$ cat config.mk
export PLATFORM = sky130hd
export DESIGN_NAME = mem_stage
export DESIGN_NICKNAME = d
export VERILOG_FILES = /design/src/rtl/mem_stage.sv
export SDC_FILE = /design/constraint.sdc
export NUM_CORES = 1
export LEC_CHECK = 0
export BUFFER_PORTS_ARGS = -buffer_cell sky130_fd_sc_hd__buf_2
export CORE_ASPECT_RATIO = 1.4
export CORE_MARGIN = 8
export CORE_UTILIZATION = 40
export CTS_BUF_LIST = sky130_fd_sc_hd__clkbuf_4
export DETAILED_ROUTE_END_ITERATION = 7
export PLACE_DENSITY_LB_ADDON = 0.1
export SLEW_MARGIN = 40
export SYNTH_ARGS = -nofsm -noshare
export SYNTH_HDL_FRONTEND = slang
export SYNTH_SLANG_ARGS = --single-unit
$ cat constraint.sdc
create_clock -name clk -period 2.8 [get_ports clk]
set_input_delay 0.56 -clock clk [delete_from_list [all_inputs] [get_ports clk]]
set_output_delay 0.56 -clock clk [all_outputs]
set_load 0.1 [all_outputs]
$ cat src/rtl/mem_stage.sv
// MIPS memory stage: word loads/stores over a req/ack data bus with a bounded
// wait, StallM back-pressure to execute, and the MEM/WB pipeline register.
module mem_stage #(
  parameter int unsigned TIMEOUT = 16,
  parameter int unsigned CNT_W   = 5
) (
  input  logic        clk,
  input  logic        rst_n,
  input  logic [31:0] ALUOutM,
  input  logic [31:0] WriteDataM,
  input  logic [4:0]  WriteRegM,
  input  logic        RegWriteM,
  input  logic        MemtoRegM,
  input  logic        MemWriteM,
  output logic        StallM,
  output logic        DMemReq,
  output logic        DMemWe,
  output logic [31:0] DMemAddr,
  output logic [31:0] DMemWData,
  input  logic [31:0] DMemRData,
  input  logic        DMemAck,
  output logic [31:0] ALUOutW,
  output logic [31:0] ReadDataW,
  output logic [4:0]  WriteRegW,
  output logic        RegWriteW,
  output logic        MemtoRegW,
  output logic        ExcW,
  output logic [1:0]  ExcCodeW,
  output logic [31:0] ResultW
);

  localparam int unsigned    DW       = 32;
  localparam int unsigned    RW       = 5;
  localparam logic [CNT_W-1:0] CNT_LAST = CNT_W'(TIMEOUT - 1);
  localparam logic [1:0]     EXC_NONE = 2'b00;
  localparam logic [1:0]     EXC_ALGN = 2'b01;
  localparam logic [1:0]     EXC_TOUT = 2'b10;

  typedef enum logic [1:0] {IDLE, WAIT, DONE} state_t;

  state_t           state, state_nxt;
  logic [CNT_W-1:0] cnt, cnt_nxt;
  logic [DW-1:0]    rbuf, rbuf_nxt;
  logic             err, err_nxt;
  logic             stall_c;

  logic             req_nxt, we_nxt;
  logic [DW-1:0]    addr_nxt, wdata_nxt;
  logic [DW-1:0]    alu_w_nxt, rd_w_nxt;
  logic [RW-1:0]    wreg_w_nxt;
  logic             regw_w_nxt, m2r_w_nxt, exc_w_nxt;
  logic [1:0]       code_w_nxt;

  logic mem_op, misaligned;
  assign mem_op     = MemtoRegM | MemWriteM;
  assign misaligned = mem_op & (ALUOutM[1:0] != 2'b00);

  // Next-state, bus request and MEM/WB register update.
  always_comb begin
    state_nxt  = state;
    cnt_nxt    = cnt;
    rbuf_nxt   = rbuf;
    err_nxt    = err;
    stall_c    = 1'b0;
    req_nxt    = DMemReq;
    we_nxt     = DMemWe;
    addr_nxt   = DMemAddr;
    wdata_nxt  = DMemWData;
    alu_w_nxt  = ALUOutW;
    rd_w_nxt   = ReadDataW;
    wreg_w_nxt = WriteRegW;
    regw_w_nxt = RegWriteW;
    m2r_w_nxt  = MemtoRegW;
    exc_w_nxt  = ExcW;
    code_w_nxt = ExcCodeW;

    case (state)
      IDLE: begin
        if (!mem_op) begin
          alu_w_nxt  = ALUOutM;
          wreg_w_nxt = WriteRegM;
          regw_w_nxt = RegWriteM;
          m2r_w_nxt  = 1'b0;
          exc_w_nxt  = 1'b0;
          code_w_nxt = EXC_NONE;
        end else if (misaligned) begin
          alu_w_nxt  = ALUOutM;
          wreg_w_nxt = WriteRegM;
          regw_w_nxt = 1'b0;
          m2r_w_nxt  = 1'b0;
          exc_w_nxt  = 1'b1;
          code_w_nxt = EXC_ALGN;
        end else begin
          stall_c   = 1'b1;
          addr_nxt  = {ALUOutM[31:2], 2'b00};
          wdata_nxt = WriteDataM;
          // A load+store combination is issued as a load.
          we_nxt    = MemWriteM & ~MemtoRegM;
          req_nxt   = 1'b1;
          cnt_nxt   = '0;
          state_nxt = WAIT;
        end
      end
      WAIT: begin
        stall_c = 1'b1;
        if (DMemAck) begin
          req_nxt   = 1'b0;
          rbuf_nxt  = DMemRData;
          err_nxt   = 1'b0;
          state_nxt = DONE;
        end else if (cnt == CNT_LAST) begin
          req_nxt   = 1'b0;
          err_nxt   = 1'b1;
          state_nxt = DONE;
        end else begin
          cnt_nxt = cnt + CNT_W'(1);
        end
      end
      DONE: begin
        alu_w_nxt  = ALUOutM;
        wreg_w_nxt = WriteRegM;
        rd_w_nxt   = rbuf;
        m2r_w_nxt  = MemtoRegM;
        regw_w_nxt = RegWriteM & ~err;
        exc_w_nxt  = err;
        code_w_nxt = err ? EXC_TOUT : EXC_NONE;
        state_nxt  = IDLE;
      end
      default: state_nxt = IDLE;
    endcase
  end

  always_ff @(posedge clk or negedge rst_n) begin
    if (!rst_n) begin
      state     <= IDLE;
      cnt       <= '0;
      rbuf      <= '0;
      err       <= 1'b0;
      DMemReq   <= 1'b0;
      DMemWe    <= 1'b0;
      DMemAddr  <= '0;
      DMemWData <= '0;
      ALUOutW   <= '0;
      ReadDataW <= '0;
      WriteRegW <= '0;
      RegWriteW <= 1'b0;
      MemtoRegW <= 1'b0;
      ExcW      <= 1'b0;
      ExcCodeW  <= EXC_NONE;
    end else begin
      state     <= state_nxt;
      cnt       <= cnt_nxt;
      rbuf      <= rbuf_nxt;
      err       <= err_nxt;
      DMemReq   <= req_nxt;
      DMemWe    <= we_nxt;
      DMemAddr  <= addr_nxt;
      DMemWData <= wdata_nxt;
      ALUOutW   <= alu_w_nxt;
      ReadDataW <= rd_w_nxt;
      WriteRegW <= wreg_w_nxt;
      RegWriteW <= regw_w_nxt;
      MemtoRegW <= m2r_w_nxt;
      ExcW      <= exc_w_nxt;
      ExcCodeW  <= code_w_nxt;
    end
  end

  // Stall is forced low while reset is held so execute is released at once.
  assign StallM  = rst_n & stall_c;
  assign ResultW = MemtoRegW ? ReadDataW : ALUOutW;

endmodule

==> impl_metrics.json <==
{
  "synth_area_leaders": "dfrtp_1 62%, nand2_1 16%, mux2_2 15%",
  "startpoint_type": "flop",
  "fill_cells": 1738,
  "cts_tree": "done",
  "fin_cells": 1183,
  "post-place-ws_ns": 0.514,
  "gr-total-overflow": 0,
  "holdCritPathClass": "input port to async pin",
  "nets": 1038,
  "drv_cap": 0,
  "ys_seq_elements": 178,
  "synth_top_area_share_pct": 62.1,
  "clk_latency_ns": 0.56,
  "ys_seq_area_share_pct": 62.1,
  "grt_max_degree": 103,
  "status": "finished, final reports clean",
  "placedCellCount": 1150,
  "root_buffer": "clkbuf_4",
  "die_w_um": 129,
  "grt_pass1_vias": 5772,
  "final_cell_mix": "297 x nand2_1, 276 x buf_2, 177 x dfrtp_1",
  "clockBufferDepth": 2,
  "cts_resized": 0,
  "fin_area_um2": 9140,
  "post-route-period-util_pct": 91.9,
  "wl_um": 20000,
  "slew_headroom_pct": 53.1,
  "postCtsSetupBuffers": 0,
  "avgSynthCellArea_um2": 10.9,
  "ant_nets": 0,
  "worstRegToRegCells": 5,
  "critPathSlowestCell": "dfrtp_2",
  "drt_iter0_drc": 257,
  "worst_pin_slew_ns": 0.703,
  "route.vias.total": 5466,
  "clock_sinks": 178,
  "multi_input_comb_area_um2": 2540,
  "hold_viol": 0,
  "synthCells": 656,
  "cp_num_buf_inv": 2,
  "post_dp_cell_area_um2": 8860,
  "cp.depth": 3,
  "syn_area_um2": 7170,
  "cp_max_fo": 26,
  "design.core.area_um2": 17800,
  "drc": 0,
  "dieArea_um2": 22500,
  "worst_setup_path_end_kind": "output port",
  "seq_area_um2": 4460,
  "synth_cell_type_count": 30,
  "yosys.area.top_type": "dfrtp_1",
  "cts_max_level": 4,
  "cp.arrival_ns": 2.01,
  "fin_ws_ns": 0.228,
  "row_count": 58,
  "finalMaxSlewViolations": 0,
  "cts_made_buffers": 17,
  "post-dp-hpwl_um": 14500,
  "cts_hold_buffers": 0,
  "required_ns": 2.24,
  "track_usage_pct": 18.2,
  "cp_slowest_stage_delay_ns": 0.53,
  "cpLargestDelayFamily": "flip-flops",
  "ios": 280,
  "port-buffer-count": 277,
  "period_minus_slack_ns": 2.57,
  "antenna_found_initial": 2,
  "post_drt_via_cell_ratio": 4.62,
  "wl_per_cell_um": 16.9,
  "setup_viol": 0,
  "initial_core_util_pct": 40.3,
  "drive_gt1_share_pct": 45.2,
  "max_clock_freq_mhz": 389,
  "clkTransAtPathRegs_ns": 0.14,
  "fin_skew_ns": 0.0183,
  "yosys_warnings": 0,
  "layout_commonest_cell": "nand2_1",
  "setup_tns_ns": 0,
  "rsz0062_at_grt": "false",
  "gp_congestion": 0.740,
  "path_cells": "buf_12, mux2_2, buf_2",
  "grt_pass1_wl_um": 31800,
  "first_pass_iters": 5,
  "die_h_um": 174,
  "syn2layout_area_growth_pct": 27.5,
  "path_class": "flop to output port"
}
## per-stage QoR
| step | hold WS (ns) | utilization (%) |
|---|---|---|
| 4_1_cts | 0.0222 | 51.4 |
| 3_3_place_gp | 0.451 | 49.8 |
| 5_1_grt | 0.0317 | 51.4 |
| 6_report | 0.0273 | 51.4 |
| 3_5_place_dp | 0.456 | 49.9 |
| 2_1_floorplan | 0.264 | - |
## final timing paths
check | start | to | slack [ns]
max reg2reg | state[0]$_DFFE_PN0P_ | DMemAddr[18]$_DFFE_PN0P_ | 0.80
min in group clk | WriteRegM[1] | WriteRegW[1]$_DFFE_PN0P_ | 0.17
max | MemtoRegW$_DFFE_PN0P_ | ResultW[30] | 0.23
min | rst_n | rbuf[4]$_DFFE_PN0P_ | 0.03
max in group asynchronous | rst_n | DMemAddr[28]$_DFFE_PN0P_ | 2.18
min reg2reg | DMemWData[1]$_DFFE_PN0P_ | DMemWData[1]$_DFFE_PN0P_ | 0.49
## cells in the mapped netlist
cell type and number:
nor4_2 1, ha_1 2, xor2_1 1, a32o_1 1
buf_4 12, nor2_1 3, clkbuf_1 12, inv_1 2
and3_1 1, or2_2 1, and2_1 1, a22o_1 2
a21oi_1 6, nand3_1 7, o21ba_2 1, buf_6 1
mux2i_1 1, buf_2 11, nand2b_1 2, nand2_2 1
o21ai_0 6, o22a_1 1, nor3b_1 1, mux2_2 96
nor2b_1 3, a21o_1 1, conb_1 1, nand2_1 298
dfrtp_1 178, mux2_1 2
## cells by family (layout without fill, tap and decap cells)
group,after synthesis,count (layout),share of synthesized area [%]
buffers and inverters,38,321,2.91
and+or+nand+nor,319,319,17.3
muxes,99,99,15.5
DFF,178,178,62.1
xor gates and xnor gates,1,1,0.122
other,1,5,0.0523
AOI/OAI and AO/OA,18,18,1.59
adders and majority gates,2,2,0.349
## routing by layer
layer  track usage [%]  vias to the layer above  wire [um]
li1                  -                     2648          -
met1              20.7                     2625       7650
met2              31.2                      175      10300
met3              6.47                       18       1820
met4              5.26                        0        247
met5                 0                        -          0
## flip-flops by register name, summed over array words and instances (netlist names), 2 cells and up
name and flops:
rbuf 32, ALUOutW 32, WriteRegW 5, state 2, cnt 5, ReadDataW 32
ExcCodeW 2, DMemAddr 30, DMemWData 32
## final cells by class
| cell class | instances | area share, % |
|---|---|---|
| Sequential cell | 178 | 48.7 |
| Multi-Input combinational cell | 441 | 27.8 |
| Timing Repair Buffer | 289 | 17.1 |
| Tap cell | 240 | 3.28 |
| Clock buffer | 18 | 1.48 |
| Clock inverter | 12 | 1.48 |
| Inverter | 2 | 0.0821 |
| Antenna cell | 3 | 0.0821 |
Power is not shown: default switching activity piles up to over one toggle a cycle in this logic, so the estimate is an artifact.
